--- src/rtl/alu_pkg.sv ---
`default_nettype none
// ============================================================================
//  Module      : alu_pkg
//  Description : Shared elaboration helpers for the pipelined ALU adder.
//                slice_width() gives the bits handled per pipeline stage;
//                stages_ok() validates the WIDTH/STAGES pairing.
//  Revision    : 1.0 - initial release
// ============================================================================
package alu_pkg;

    // Bits per ripple slice. Guarded against STAGES = 0 so a bad parameter
    // reaches the friendly elaboration error instead of a divide-by-zero.
    function automatic int slice_width(input int width, input int stages);
        return (stages > 0) ? (width / stages) : width;
    endfunction

    // Legal when 1 <= stages <= width and stages divides width.
    function automatic bit stages_ok(input int width, input int stages);
        return (stages >= 1) && (stages <= width) && ((width % stages) == 0);
    endfunction

endpackage
`default_nettype wire

--- src/rtl/adder_slice.sv ---
`default_nettype none
// ============================================================================
//  Module      : adder_slice
//  Description : Combinational N-bit ripple slice of the pipelined adder.
//  Ports       : a, b      - slice operands (b already conditioned for sub)
//                cin       - carry into bit 0 of the slice
//                s         - slice sum
//                cout      - carry out of the slice's top bit
//                c_msb_in  - carry into the slice's top bit (overflow term)
//  Revision    : 1.0 - initial release
// ============================================================================
module adder_slice #(
    parameter int N = 8
) (
    input  logic [N-1:0] a,
    input  logic [N-1:0] b,
    input  logic         cin,
    output logic [N-1:0] s,
    output logic         cout,
    output logic         c_msb_in
);

    logic [N:0] w_full;

    assign w_full = {1'b0, a} + {1'b0, b} + {{N{1'b0}}, cin};
    assign s      = w_full[N-1:0];
    assign cout   = w_full[N];

    // Each sum bit is a ^ b ^ carry-in, so the carry into the top bit is
    // recovered by XOR-ing the top sum bit back out.
    assign c_msb_in = a[N-1] ^ b[N-1] ^ w_full[N-1];

endmodule
`default_nettype wire

--- src/rtl/pipelined_adder.sv ---
`default_nettype none
// ============================================================================
//  Module      : pipelined_adder
//  Description : WIDTH-bit add/subtract built from STAGES ripple slices with
//                registered inter-slice carries. Valid/ready on both sides,
//                one op per cycle, backpressure-safe, results in order.
//  Ports       : clk, rst            - clock, async active-high reset
//                in_valid/in_ready   - operand handshake
//                a, b, carry_in, sub - operands; sub=1 computes a - b
//                out_valid/out_ready - result handshake
//                sum, carry_out,     - result and flags (carry_out is the
//                overflow, zero        not-borrow flag when subtracting)
//  Revision    : 1.0 - initial release
// ============================================================================
module pipelined_adder
    import alu_pkg::*;
#(
    parameter int WIDTH  = 32,
    parameter int STAGES = 4
) (
    input  logic             clk,
    input  logic             rst,
    input  logic             in_valid,
    output logic             in_ready,
    input  logic [WIDTH-1:0] a,
    input  logic [WIDTH-1:0] b,
    input  logic             carry_in,
    input  logic             sub,
    output logic             out_valid,
    input  logic             out_ready,
    output logic [WIDTH-1:0] sum,
    output logic             carry_out,
    output logic             overflow,
    output logic             zero
);

    localparam int SLICE = slice_width(WIDTH, STAGES);

    if (!stages_ok(WIDTH, STAGES)) begin : g_param_check
        $error("pipelined_adder: STAGES=%0d must divide WIDTH=%0d", STAGES, WIDTH);
    end

    logic [WIDTH-1:0]  w_b_eff;
    logic              w_c0;
    logic [STAGES-1:0] w_v;
    logic [STAGES-1:0] w_adv;

    // Subtraction as a + ~b + 1; carry_in has no meaning in that mode.
    assign w_b_eff = sub ? ~b : b;
    assign w_c0    = sub | carry_in;

    // A stage may take new contents when it is empty or its successor is
    // moving on, so bubbles are squeezed out under backpressure.
    always_comb begin
        w_adv = '0;
        w_adv[STAGES-1] = !w_v[STAGES-1] || out_ready;
        for (int k = STAGES - 2; k >= 0; k--) begin
            w_adv[k] = !w_v[k] || w_adv[k+1];
        end
    end

    for (genvar k = 0; k < STAGES; k++) begin : g_stage
        // Operand bits still to be added on entry to this stage, including
        // the slice this stage computes.
        localparam int REM = WIDTH - k * SLICE;

        logic                   w_vin;
        logic                   w_cin;
        logic                   w_zin;
        logic [REM-1:0]         w_a_in;
        logic [REM-1:0]         w_b_in;
        logic [SLICE-1:0]       w_s;
        logic                   w_cout;
        logic                   w_cmsb;
        logic [(k+1)*SLICE-1:0] w_res_next;

        logic                   r_v;
        logic                   r_c;
        logic                   r_z;   // every result bit completed so far is 0
        logic [(k+1)*SLICE-1:0] r_res;

        if (k == 0) begin : g_src
            assign w_vin      = in_valid;
            assign w_cin      = w_c0;
            assign w_zin      = 1'b1;
            assign w_a_in     = a;
            assign w_b_in     = w_b_eff;
            assign w_res_next = w_s;
        end else begin : g_src
            assign w_vin      = g_stage[k-1].r_v;
            assign w_cin      = g_stage[k-1].r_c;
            assign w_zin      = g_stage[k-1].r_z;
            assign w_a_in     = g_stage[k-1].g_skew.r_a;
            assign w_b_in     = g_stage[k-1].g_skew.r_b;
            assign w_res_next = {w_s, g_stage[k-1].r_res};
        end

        adder_slice #(
            .N (SLICE)
        ) u_slice (
            .a        (w_a_in[SLICE-1:0]),
            .b        (w_b_in[SLICE-1:0]),
            .cin      (w_cin),
            .s        (w_s),
            .cout     (w_cout),
            .c_msb_in (w_cmsb)
        );

        assign w_v[k] = r_v;

        // Data registers only load on a real op; a bubble moving in just
        // clears the valid bit.
        always_ff @(posedge clk or posedge rst) begin
            if (rst) begin
                r_v   <= 1'b0;
                r_c   <= 1'b0;
                r_z   <= 1'b0;
                r_res <= '0;
            end else if (w_adv[k]) begin
                r_v <= w_vin;
                if (w_vin) begin
                    r_c   <= w_cout;
                    r_z   <= w_zin && (w_s == '0);
                    r_res <= w_res_next;
                end
            end
        end

        if (k == STAGES - 1) begin : g_last
            logic r_ovf;

            always_ff @(posedge clk or posedge rst) begin
                if (rst) begin
                    r_ovf <= 1'b0;
                end else if (w_adv[k] && w_vin) begin
                    r_ovf <= w_cmsb ^ w_cout;
                end
            end
        end else begin : g_skew
            // Upper operand slices wait here until their stage comes up.
            logic [REM-SLICE-1:0] r_a;
            logic [REM-SLICE-1:0] r_b;
            logic                 w_unused_cmsb;

            // Only the top slice's carry-into-MSB matters for overflow.
            assign w_unused_cmsb = w_cmsb;

            always_ff @(posedge clk or posedge rst) begin
                if (rst) begin
                    r_a <= '0;
                    r_b <= '0;
                end else if (w_adv[k] && w_vin) begin
                    r_a <= w_a_in[REM-1:SLICE];
                    r_b <= w_b_in[REM-1:SLICE];
                end
            end
        end
    end

    assign in_ready  = w_adv[0];
    assign out_valid = w_v[STAGES-1];
    assign sum       = g_stage[STAGES-1].r_res;
    assign carry_out = g_stage[STAGES-1].r_c;
    assign zero      = g_stage[STAGES-1].r_z;
    assign overflow  = g_stage[STAGES-1].g_last.r_ovf;

`ifdef FORMAL
    // Shadow FIFO of reference {carry, sum} captured at acceptance.
    logic [WIDTH:0] f_ref [STAGES];
    int             f_wr;
    int             f_rd;

    always_ff @(posedge clk or posedge rst) begin
        if (rst) begin
            f_wr <= 0;
            f_rd <= 0;
        end else begin
            if (in_valid && in_ready) begin
                f_ref[f_wr] <= {1'b0, a} + {1'b0, w_b_eff} + (WIDTH+1)'(w_c0);
                f_wr        <= (f_wr + 1) % STAGES;
            end
            if (out_valid && out_ready) begin
                f_rd <= (f_rd + 1) % STAGES;
            end
        end
    end

    always_comb begin
        if (!rst && out_valid) begin
            assert ({carry_out, sum} == f_ref[f_rd]);
        end
    end

    a_hold_stable: assert property (@(posedge clk) disable iff (rst)
        out_valid && !out_ready |=> out_valid && $stable({sum, carry_out, overflow, zero}));
`endif

endmodule
`default_nettype wire
--- config.mk ---
export PLATFORM = sky130hd
export DESIGN_NAME = pipelined_adder
export DESIGN_NICKNAME = d
export VERILOG_FILES = /design/src/rtl/alu_pkg.sv /design/src/rtl/adder_slice.sv /design/src/rtl/pipelined_adder.sv
export SDC_FILE = /design/constraint.sdc
export NUM_CORES = 1
export LEC_CHECK = 0
export ABC_AREA = 1
export CORE_MARGIN = 10
export CORE_UTILIZATION = 35
export CTS_CLUSTER_SIZE = 20
export DETAILED_ROUTE_END_ITERATION = 8
export SLEW_MARGIN = 20
export SYNTH_ARGS = -nofsm -noshare
export SYNTH_HDL_FRONTEND = slang
export SYNTH_SLANG_ARGS = --single-unit
--- constraint.sdc ---
create_clock -name clk -period 11.65 [get_ports clk]
set_input_delay 1.7475 -clock clk [delete_from_list [all_inputs] [get_ports clk]]
set_output_delay 1.7475 -clock clk [all_outputs]
set_load 0.02 [all_outputs]
==> impl_table.tex <==
\begin{tabular}{lr}
\hline
Metric & Value \\
\hline
\multicolumn{2}{l}{\textbf{Detailed routing}} \\
Final routed DRC violation total & 0 \\
TritonRoute pass-1 iters & 5 \\
Detailed-route wire length per cell & 13.3 um \\
Initial drt markers & 277 \\
Vias post-DR & 6705 \\
Detailed Route WL & 19.8 mm \\
Number of vias per cell after detailed routing & 4.50 \\
Final antenna-violating net count & 0 \\
\multicolumn{2}{l}{\textbf{Worst setup path}} \\
Slowest library cell on the worst path & sky130\_fd\_sc\_hd\_\_clkdlybuf4s50\_1 \\
Worst-path cell chain & clkdlybuf4s50\_1 -> inv\_1 -> nand4\_2 -> nor2\_4 -> inv\_1 -> clkdlybuf4s50\_1 \\
Worst path max stage delay & 0.58 ns \\
Launch instance of the worst register-to-register path & g\_stage[1].r\_v \\
Buf+Inv Stages, Crit Path & 4 \\
CP Class & in2out \\
Endpoint required time on the critical path & 9.90 ns \\
Crit path capture type & output port \\
CP delay by family, top & buffers and inverters \\
Maximum fanout encountered on the critical timing path & 4 \\
Kind of start point of the critical path & primary input \\
Launching instance or port of the critical path & out\_ready \\
Worst EP arrival & 3.35 ns \\
\multicolumn{2}{l}{\textbf{Synth}} \\
Number of distinct library cells after synthesis & 29 \\
Sequential element share of the synthesized area & 52.9\% \\
Yosys top cell by area & sky130\_fd\_sc\_hd\_\_dfrtp\_1 \\
Synthesized netlist cell count & 1057 \\
Most instantiated flip-flop cell in the synthesis netlist & sky130\_fd\_sc\_hd\_\_dfrtp\_1 \\
Synthesized area & 8940 um\^{}2 \\
EDFF count, synth & 0 \\
Post-synthesis net count & 1163 \\
Mean post-synth cell area & 8.46 um\^{}2 \\
Number of warnings reported in the yosys synthesis log & 0 \\
Cell with the most instances after synthesis & sky130\_fd\_sc\_hd\_\_nand2\_1 \\
Leading post-synthesis cells by instance count & 445 x sky130\_fd\_sc\_hd\_\_nand2\_1, 189 x sky130\_fd\_sc\_hd\_\_dfrtp\_1, 87 x sky130\_fd\_sc\_hd\_\_o21ai\_0 \\
Biggest area contributors in the synthesized netlist & sky130\_fd\_sc\_hd\_\_dfrtp\_1 53\%, sky130\_fd\_sc\_hd\_\_nand2\_1 19\%, sky130\_fd\_sc\_hd\_\_o21ai\_0 4.9\% \\
Async set-or-reset flop fraction in the synthesized netlist & 100\% \\
Share of the synthesized area in the top cell type & 52.9\% \\
Number of flip-flops and latches in the synthesized netlist & 189 \\
\multicolumn{2}{l}{\textbf{Power}} \\
Part of the power in combinational logic & 34.6\% \\
Internal power & 0.00150 W \\
Power density over the cells & 217 nW/um\^{}2 \\
Switch Pwr & 0.000837 W \\
Register share of total power & 41.8\% \\
Worst ir drop on vdd & 0.0000872 V \\
Clock group share of total power & 23.6\% \\
Leak Pwr & 5.44 nW \\
Sw Share & 35.8\% \\
\multicolumn{2}{l}{\textbf{Timing}} \\
Tightest Pin Transition & 0.989 ns \\
Count of pins over their slew limit & 0 \\
Post-route minimum period & 5.10 ns \\
Ratio of final minimum period to clock period & 43.8\% \\
Number of failing setup endpoints in the final timing report & 0 \\
Maximum clock frequency & 0.196 GHz \\
RSZ-0062 raised after global routing & no \\
Setup Skew & 0.00686 ns \\
Relative slew slack & 34.1\% \\
Total negative setup slack & 0 ns \\
Final hold violation count & 0 \\
\multicolumn{2}{l}{\textbf{Layout}} \\
Fraction of layout cells with a size suffix above 1 & 3.88\% \\
Area Growth Syn to Fin & 20.6\% \\
Filler cells & 2520 \\
ANT cells & 0 \\
Final core utilization & 42.8\% \\
Count of nets after finishing & 1254 \\
\multicolumn{2}{l}{\textbf{Clock network}} \\
Clock sink count & 189 \\
Worst-Skew Late Latency & 0.43 ns \\
Post-cts repair resize count & 0 \\
Max clock buf depth & 2 \\
CTS Buf Count & 17 \\
Number of levels in the clock H-tree & 4 \\
CTS clk-pin slew, worst paths & 0.06 ns \\
Clock Tree Root & sky130\_fd\_sc\_hd\_\_clkbuf\_16 \\
Clock tree from TritonCTS & done \\
Hold-fix buffers at CTS & 0 \\
Setup Buffers After CTS & 0 \\
\multicolumn{2}{l}{\textbf{Global route}} \\
Vias in the first global route & 6563 \\
Overall Global Routing Usage & 12.5\% \\
Initial antenna violation count & 0 \\
First-pass GRT wire length & 33.6 mm \\
Congestion Overflow GR & 0 \\
Largest net degree at the start of global routing & 73 \\
\multicolumn{2}{l}{\textbf{Run status}} \\
Result of the run & completed \\
\multicolumn{2}{l}{\textbf{Die}} \\
Placeable Area & 25200 um\^{}2 \\
Width of the die & 180 um \\
Die outline height & 180 um \\
\# rows & 58 \\
Starting density of the core & 35.5\% \\
Die Area & 32300 um\^{}2 \\
Num ports & 107 \\
\multicolumn{2}{l}{\textbf{Min path}} \\
Min-Delay Startpoint & g\_stage[2].r\_res[17] \\
Class of the tightest hold or removal check & reg2reg \\
\multicolumn{2}{l}{\textbf{Place}} \\
Detailed-placement wirelength estimate & 14.4 mm \\
Input/output buffers & 106 \\
Placer congestion estimate & 0.801 \\
\multicolumn{2}{l}{\textbf{Run}} \\
Max-cap viol count & 0 \\
\hline
\end{tabular}
==> layout by cell type, fill, tap and decap left out, types with 5 or more instances in the layout <==
cell                                n
sky130_fd_sc_hd__xnor2_1           11
sky130_fd_sc_hd__a31oi_1            8
sky130_fd_sc_hd__buf_4              5
sky130_fd_sc_hd__o21ai_1            5
sky130_fd_sc_hd__o21ai_0           87
sky130_fd_sc_hd__clkbuf_16         17
sky130_fd_sc_hd__nand3_1           36
sky130_fd_sc_hd__a21oi_1           16
sky130_fd_sc_hd__xor2_1            23
sky130_fd_sc_hd__inv_1             85
sky130_fd_sc_hd__nand3b_1           6
sky130_fd_sc_hd__fa_1               8
sky130_fd_sc_hd__clkdlybuf4s50_1  105
sky130_fd_sc_hd__nand2_1          445
sky130_fd_sc_hd__o21a_1             6
sky130_fd_sc_hd__ha_1              28
sky130_fd_sc_hd__clkbuf_1           5
sky130_fd_sc_hd__dfrtp_1          189
sky130_fd_sc_hd__nand4_1           10
sky130_fd_sc_hd__nor2_1            36
==> logic make-up after synthesis <==
| logic type | synth area share (%) |
|---|---|
| adder cells (fa/ha/maj) | 5.71 |
| AO/OA/AOI/OAI | 7.45 |
| buffers and inverters | 6.28 |
| XOR/XNOR | 3.33 |
| AND/OR/NAND/NOR | 24.3 |
| flip-flops | 52.9 |
==> tightest hold or removal path, cell delays in order (launching register included) <==
cell	delay (ns)
sky130_fd_sc_hd__dfrtp_1	0.34
sky130_fd_sc_hd__nand2_1	0.05
sky130_fd_sc_hd__nand2_1	0.05
==> sequential cells by signal, summed over array words and instances (netlist names) <==
| name | cells |
|---|---|
| overflow | 1 |
| g_stage.r_res | 48 |
| sum | 32 |
| g_stage.r_v | 3 |
| g_stage.r_c | 3 |
| g_stage.r_z | 3 |
| out_valid | 1 |
| carry_out | 1 |
| g_stage.g_skew.r_b | 48 |
| zero | 1 |
| g_stage.g_skew.r_a | 48 |
==> layer usage <==
metal / global-route usage (%) / wire [um] / vias to the layer above
li1: - / - / 3507
met1: 17.1 / 10200 / 3063
met2: 19.3 / 8660 / 119
met3: 3.13 / 748 / 16
met4: 3.34 / 200 / 0
met5: 0 / 0 / -
==> path summary, 6_finish.rpt <==
path,slack (ns),cells past startpoint,endpoint
min,0.47,2,sum[17]
max reg2reg,9.39,6,g_stage[0].g_skew.r_b[5]
max in group asynchronous,7.85,4,g_stage[1].g_skew.r_a[9]
max,6.55,6,in_ready
min in group asynchronous,1.75,2,sum[16]
min reg2reg,0.47,2,sum[17]
==> stage by stage <==
| step | std cells | area [um^2] | hold slack, ns | power, W | setup slack, ns |
|---|---|---|---|---|---|
| after floorplan | 1057 | 8940 | 0.442 | 0.00152 | 4.76 |
| after global placement | 1459 | 10200 | 0.452 | 0.00179 | 6.55 |
| after detailed placement | 1459 | 10200 | 0.454 | 0.00181 | 6.55 |
| after CTS | 1490 | 10800 | 0.467 | 0.00237 | 6.54 |
| after global routing | 1490 | 10800 | 0.488 | 0.00254 | 6.45 |
| final | 1490 | 10800 | 0.466 | 0.00234 | 6.55 |
==> layout make-up <==
| type | count | area, um^2 | share of cell area [%] |
|---|---|---|---|
| clock buffers | 26 | 499 | 4.63 |
| clock inverters | 5 | 57.6 | 0.534 |
| inverters | 90 | 343 | 3.18 |
| multi-input cells | 739 | 3650 | 33.8 |
| flip-flops and latches | 189 | 4730 | 43.9 |
| well taps | 330 | 413 | 3.83 |
| repair buffers | 111 | 1090 | 10.1 |
==> power by group through the flow <==
stage / Combinational, W / Clock (W) / Sequential, W
after CTS: 0.000824 / 0.000566 / 0.000979
final: 0.000809 / 0.000551 / 0.000977
after global placement: 0.000805 / 0 / 0.000985
after floorplan: 0.000489 / 0 / 0.00103
after detailed placement: 0.000819 / 0 / 0.000990
after global routing: 0.000935 / 0.000594 / 0.00101
Power figures use the tool's default switching activity.
